$ cat src/rtl/snake_game_core.sv
// Snake game state machine: a synchronized frame clock paces moves, the core handles
// steering, collision, growth, score and LFSR-driven apple placement.
module snake_game_core #(
    parameter int STEP_FRAMES = 8
) (
    input  logic        clk,
    input  logic        rst,
    input  logic        frame_clk,
    input  logic        btn_up,
    input  logic        btn_down,
    input  logic        btn_left,
    input  logic        btn_right,
    input  logic        btn_start,
    output logic [71:0] snake,
    output logic [7:0]  apple,
    output logic [7:0]  barrier,
    output logic [3:0]  length,
    output logic [7:0]  score,
    output logic        game_over,
    output logic [1:0]  state
);

    localparam logic [1:0] S_IDLE  = 2'd0;
    localparam logic [1:0] S_RUN   = 2'd1;
    localparam logic [1:0] S_APPLE = 2'd2;
    localparam logic [1:0] S_OVER  = 2'd3;

    // Encoding chosen so that the opposite direction is d ^ 1.
    localparam logic [1:0] D_UP    = 2'd0;
    localparam logic [1:0] D_DOWN  = 2'd1;
    localparam logic [1:0] D_LEFT  = 2'd2;
    localparam logic [1:0] D_RIGHT = 2'd3;

    localparam logic [7:0] BARRIER   = 8'd77;
    localparam logic [7:0] APPLE_INI = 8'd33;
    localparam logic [7:0] STEP_LAST = 8'(STEP_FRAMES - 1);

    logic [7:0] seg [9];
    logic       frame_s1, frame_s2, frame_s3;
    logic       frame_event;
    logic [7:0] frame_cnt;
    logic       step_q;
    logic       pending;
    logic [7:0] lfsr;
    logic [1:0] dir;
    logic [1:0] last_move;
    logic [1:0] move_ref;
    logic [1:0] req;
    logic       req_valid;
    logic       do_step;
    logic       restart;
    logic [7:0] next_head;
    logic       eating;
    logic [3:0] hit_limit;
    logic       body_hit;
    logic       collide;
    logic [3:0] new_len;
    logic [7:0] cand;
    logic       cand_clear;

    function automatic logic [7:0] init_seg(input int i);
        return (i < 3) ? 8'(55 - i) : 8'd0;
    endfunction

    function automatic logic in_field(input logic [7:0] c);
        logic [7:0] col;
        col = c % 8'd10;
        return (c >= 8'd12) && (c <= 8'd89) && (col >= 8'd2);
    endfunction

    for (genvar g = 0; g < 9; g++) begin : g_pack
        assign snake[71-8*g -: 8] = seg[g];
    end

    assign barrier     = BARRIER;
    assign game_over   = (state == S_OVER);
    assign frame_event = frame_s2 & ~frame_s3;
    assign do_step     = (state == S_RUN) && (step_q || pending);
    assign restart     = (state == S_OVER) && btn_start;
    assign move_ref    = do_step ? dir : last_move;

    always_ff @(posedge clk or negedge rst) begin
        if (!rst) begin
            frame_s1  <= 1'b0;
            frame_s2  <= 1'b0;
            frame_s3  <= 1'b0;
            frame_cnt <= 8'd0;
            step_q    <= 1'b0;
        end else begin
            frame_s1 <= frame_clk;
            frame_s2 <= frame_s1;
            frame_s3 <= frame_s2;
            step_q   <= 1'b0;
            if (state != S_RUN) begin
                frame_cnt <= 8'd0;
            end else if (frame_event) begin
                if (frame_cnt == STEP_LAST) begin
                    frame_cnt <= 8'd0;
                    step_q    <= 1'b1;
                end else begin
                    frame_cnt <= frame_cnt + 8'd1;
                end
            end
        end
    end

    always_ff @(posedge clk or negedge rst) begin
        if (!rst) lfsr <= 8'hA5;
        else      lfsr <= {lfsr[6:0], lfsr[7] ^ lfsr[5] ^ lfsr[4] ^ lfsr[3]};
    end

    always_comb begin
        req_valid = 1'b1;
        req       = D_RIGHT;
        if (btn_up)         req = D_UP;
        else if (btn_down)  req = D_DOWN;
        else if (btn_left)  req = D_LEFT;
        else if (btn_right) req = D_RIGHT;
        else                req_valid = 1'b0;
    end

    // A reversal is judged against the move that actually happened, not the pending one.
    always_ff @(posedge clk or negedge rst) begin
        if (!rst)                                        dir <= D_RIGHT;
        else if (restart)                                dir <= D_RIGHT;
        else if (req_valid && (req != (move_ref ^ 2'b01))) dir <= req;
    end

    always_comb begin
        case (dir)
            D_UP:    next_head = seg[0] - 8'd10;
            D_DOWN:  next_head = seg[0] + 8'd10;
            D_LEFT:  next_head = seg[0] - 8'd1;
            default: next_head = seg[0] + 8'd1;
        endcase
        eating    = (apple != 8'd0) && (next_head == apple);
        // The tail vacates its cell on a plain move, but stays put when growing.
        hit_limit = eating ? (length - 4'd1) : (length - 4'd2);
        body_hit  = 1'b0;
        for (int i = 1; i < 9; i++) begin
            if ((4'(i) <= hit_limit) && (seg[i] == next_head)) body_hit = 1'b1;
        end
        collide = !in_field(next_head) || (next_head == BARRIER) || body_hit;
        new_len = (eating && (length != 4'd9)) ? (length + 4'd1) : length;
    end

    always_comb begin
        cand = 8'd10 * ({5'd0, lfsr[2:0]} + 8'd1) + {5'd0, lfsr[5:3]} + 8'd2;
        cand_clear = (cand != BARRIER);
        for (int i = 0; i < 9; i++) begin
            if ((4'(i) < length) && (seg[i] == cand)) cand_clear = 1'b0;
        end
    end

    always_ff @(posedge clk or negedge rst) begin
        if (!rst) begin
            state     <= S_IDLE;
            length    <= 4'd3;
            apple     <= APPLE_INI;
            score     <= 8'd0;
            pending   <= 1'b0;
            last_move <= D_RIGHT;
            for (int i = 0; i < 9; i++) seg[i] <= init_seg(i);
        end else begin
            case (state)
                S_IDLE: begin
                    if (btn_start) state <= S_RUN;
                end
                S_RUN: begin
                    if (do_step) begin
                        pending <= 1'b0;
                        if (collide) begin
                            state <= S_OVER;
                        end else begin
                            last_move <= dir;
                            seg[0]    <= next_head;
                            for (int i = 1; i < 9; i++) begin
                                seg[i] <= (4'(i) < new_len) ? seg[i-1] : 8'd0;
                            end
                            length <= new_len;
                            if (eating) begin
                                if (score != 8'hFF) score <= score + 8'd1;
                                apple <= 8'd0;
                                state <= S_APPLE;
                            end
                        end
                    end
                end
                S_APPLE: begin
                    if (step_q) pending <= 1'b1;
                    if (cand_clear) begin
                        apple <= cand;
                        state <= S_RUN;
                    end
                end
                default: begin
                    if (btn_start) begin
                        state     <= S_IDLE;
                        length    <= 4'd3;
                        apple     <= APPLE_INI;
                        score     <= 8'd0;
                        pending   <= 1'b0;
                        last_move <= D_RIGHT;
                        for (int i = 0; i < 9; i++) seg[i] <= init_seg(i);
                    end
                end
            endcase
        end
    end

endmodule

$ cat config.mk
export PLATFORM = sky130hd
export DESIGN_NAME = snake_game_core
export DESIGN_NICKNAME = d
export VERILOG_FILES = /design/src/rtl/snake_game_core.sv
export SDC_FILE = /design/constraint.sdc
export NUM_CORES = 1
export LEC_CHECK = 0
export ABC_AREA = 1
export CORE_ASPECT_RATIO = 0.5
export CORE_MARGIN = 3
export CORE_UTILIZATION = 40
export CTS_CLUSTER_DIAMETER = 120
export DETAILED_ROUTE_END_ITERATION = 6
export PLACE_DENSITY = 0.66
export SETUP_SLACK_MARGIN = 0.2
export SLEW_MARGIN = 20
export SYNTH_ARGS = -nofsm -noshare
export SYNTH_HDL_FRONTEND = slang
export SYNTH_SLANG_ARGS = --single-unit
export TNS_END_PERCENT = 5
$ cat constraint.sdc
create_clock -name clk -period 8.4 [get_ports clk]
set_clock_uncertainty 0.05 [all_clocks]
set_input_delay 1.68 -clock clk [delete_from_list [all_inputs] [get_ports clk]]
set_output_delay 1.68 -clock clk [all_outputs]
set_load 0.005 [all_outputs]
==> impl_metrics.env <==
export IMPL_synthTopCellsByArea="dfrtp_1 26%, nand2_1 15%, dfstp_2 7.2%, xor2_1 6.1%, inv_1 5.4%"
export IMPL_top_usage_layer="met2"
export IMPL_yosys_area_share_simple=0.306
export IMPL_dr_pass1_iters=5
export IMPL_synth_compound_area_frac=0.131
export IMPL_grt_max_degree=81
export IMPL_die_w_um=219
export IMPL_gp_congestion=0.883
export IMPL_cts_sinks=119
export IMPL_max_freq_mhz=171
export IMPL_cts_path_max_buffers=2
export IMPL_grt_pass1_wl_um=47200
export IMPL_finalHoldViolCount=0
export IMPL_hold_worst_slack_ns=0.297
export IMPL_yosysTopAreaCellShare=0.258
export IMPL_dp_hpwl_um=21800
export IMPL_use_met3=0.0531
export IMPL_finalSetupViolCount=0
export IMPL_drtIter0Drc=766
export IMPL_hold_path_class="reg2reg"
export IMPL_cts_inserted_buffers=17
export IMPL_drv_slew=0
export IMPL_drive_gt1_frac=0.108
export IMPL_h_tree_depth=4
export IMPL_vias=8917
export IMPL_path_class="reg2reg"
export IMPL_fill_cells=2153
export IMPL_syn_area_per_cell_um2=7.20
export IMPL_worstMarginPinSlew_ns=1.04
export IMPL_grt_overflow=0
export IMPL_drc=0
export IMPL_fin_cells=1663
export IMPL_power_density_mw_per_mm2=369
export IMPL_insertion_delay_ns=0.43
export IMPL_cts_tree="yes"
export IMPL_start_util=0.414
export IMPL_post_cts_setup_buffers=0
export IMPL_syn_inst=1266
export IMPL_num_antenna_cells=0
export IMPL_dp_cells=1631
export IMPL_ant_nets=0
export IMPL_ys_seq_area_frac=0.330
export IMPL_die_area_mm2=0.0247
export IMPL_slowest_stage="dfstp_2"
export IMPL_ir_drop_v=0.000182
export IMPL_synthMuxAreaShare=0
export IMPL_synth_area_mm2=0.00912
export IMPL_ioPinCount=111
export IMPL_rsz0062_at_grt="false"
export IMPL_yosysWarnings=0
export IMPL_wl_per_cell_um=17.9
export IMPL_cts_resized=0
export IMPL_fin_crit_sh=0.697
export IMPL_multi_input_area_mm2=0.00527
export IMPL_met2_usage=0.376
export IMPL_final_setup_tns_ns=0
export IMPL_crit_fanout=44
export IMPL_synth_xor_area_frac=0.0922
export IMPL_cts_hold_buffers=0
export IMPL_viasPerCell=5.36
export IMPL_grt_pass1_vias=8458
export IMPL_port_buffer_count=102
export IMPL_rows=38
export IMPL_root_buffer="clkbuf_16"
export IMPL_routed_wl_um=29800
export IMPL_async_flop_share=1.00
export IMPL_required_ns=8.68
export IMPL_use_met1=0.346
export IMPL_status="finished, final reports clean"
export IMPL_antenna_found_initial=0
export IMPL_end_kind="flop"
export IMPL_synthFlopType="dfrtp_1"
export IMPL_grt_use_total=0.243
export IMPL_synthAdderAreaFrac=0.0456
export IMPL_final_seq_area_mm2=0.00301
export IMPL_clkTransAtPathRegs_ns=0.06
export IMPL_slew_headroom=0.308
export IMPL_layout_nets=1390
export IMPL_arrival_ns=6.14
export IMPL_core_area_mm2=0.0220
export IMPL_die_height_um=113
export IMPL_synth_top_area_cell="dfrtp_1"
export IMPL_syn_to_final_growth_pct=19.9
export IMPL_synth_seq_cells=119
export IMPL_fin_crit_ns=5.86
export IMPL_worst_path_largest_cell_delay_ns=0.81
export IMPL_cap_violations=0
export IMPL_synth_distinct_cells=54
export IMPL_start_kind="flop"
export IMPL_p_leak_nw=5.04
export IMPL_cpMostUsedCell="nand2_1"
export IMPL_synth_edf_count=0
export IMPL_synth_top_family_by_area="simple AND/OR/NAND/NOR gates"
-- state kept, by name, indices dropped and copies added, names as in the netlist --
signal     flops
lfsr           8
frame_s2       1
frame_s1       1
snake         72
step_q         1
pending        1
dir            2
frame_s3       1
apple          8
score          8
last_move      2
length         4
frame_cnt      8
state          2
-- cell usage in the layout (no fill, tap or decap), types with 30 or more instances in the layout --
| master | netlist | final |
|---|---|---|
| dfrtp_1 | 94 | 94 |
| nand4_1 | 30 | 30 |
| ha_1 | 30 | 30 |
| nor2_1 | 99 | 99 |
| o21ai_0 | 54 | 53 |
| nand2_1 | 356 | 356 |
| nand3_1 | 86 | 86 |
| xnor2_1 | 33 | 33 |
| o21ai_2 | 40 | 41 |
| a21oi_1 | 46 | 46 |
| xor2_1 | 63 | 63 |
| inv_1 | 131 | 131 |
| clkdlybuf4s50_1 | 0 | 101 |
-- routing by layer --
| metal | routed length (µm) | vias up |
|---|---|---|
| li1 | - | 4269 |
| met5 | 0 | - |
| met4 | 579 | 0 |
| met3 | 2410 | 53 |
| met2 | 13400 | 344 |
| met1 | 13400 | 4251 |
-- worst paths after layout --
kind                       cells past startpoint   endpoint     start  slack, ns
max in group asynchronous                      2   score[4]       rst       6.00
min in group asynchronous                      1   snake[4]       rst       1.17
setup / recovery                              27  snake[19]    dir[1]       2.54
setup reg to reg                              27  snake[19]    dir[1]       2.54
hold reg to reg                                0   frame_s2  frame_s1       0.30
hold / removal                                 0   frame_s2  frame_s1       0.30
-- Yosys cell counts (all sizes together), types with 6 or more instances --
master  count
nand4      30
o21ai     103
dfrtp      94
nand3      90
nand2     371
clkinv      6
buf        34
inv       136
nor2      105
xor2       63
clkbuf     15
xnor2      33
o22ai       9
nor4       13
or2         9
ha         30
dfstp      25
a21oi      47
nor3       14
-- cell type report --
| class | count | share of cell area |
|---|---|---|
| Multi-Input combinational cell | 962 | 0.482 |
| Sequential cell | 119 | 0.275 |
| Timing Repair Buffer | 108 | 0.0976 |
| Inverter | 142 | 0.0499 |
| Clock buffer | 17 | 0.0389 |
| Tap cell | 300 | 0.0343 |
| Clock inverter | 15 | 0.0219 |
-- per-stage QoR --
step | power, mW | area (µm²) | worst slack, ns | util
after floorplan | 2.53 | 9140 | 4.48 | -
final | 4.04 | 10900 | 2.54 | 0.497
after detailed placement | 3.16 | 10300 | 2.66 | 0.466
after global placement | 3.11 | 10300 | 2.83 | 0.466
after CTS | 4.00 | 10900 | 2.63 | 0.497
after global routing | 4.34 | 10900 | 2.06 | 0.497
-- power breakdown --
part,internal (mW),switching (mW)
Clock,0.535,0.297
Sequential,0.673,0.154
Combinational,0.739,1.64
-- worst max-delay path: cells and delay by family, from the launching register on --
family	cells	cell delay, ns
AND/OR/NAND/NOR	19	2.89
adder cells (fa/ha/maj)	1	0.22
buffers and inverters	2	0.14
flip-flops	1	0.81
XOR/XNOR	1	0.32
AO/OA/AOI/OAI	4	1.28
-- kinds of logic after synthesis --
group                    count (synthesis)
AO/OA/AOI/OAI                          187
XOR/XNOR                                96
adder cells (fa/ha/maj)                 32
buffers and inverters                  191
flip-flops                             119
other                                    2
AND/OR/NAND/NOR                        639
(Power assumes the default switching activity.)
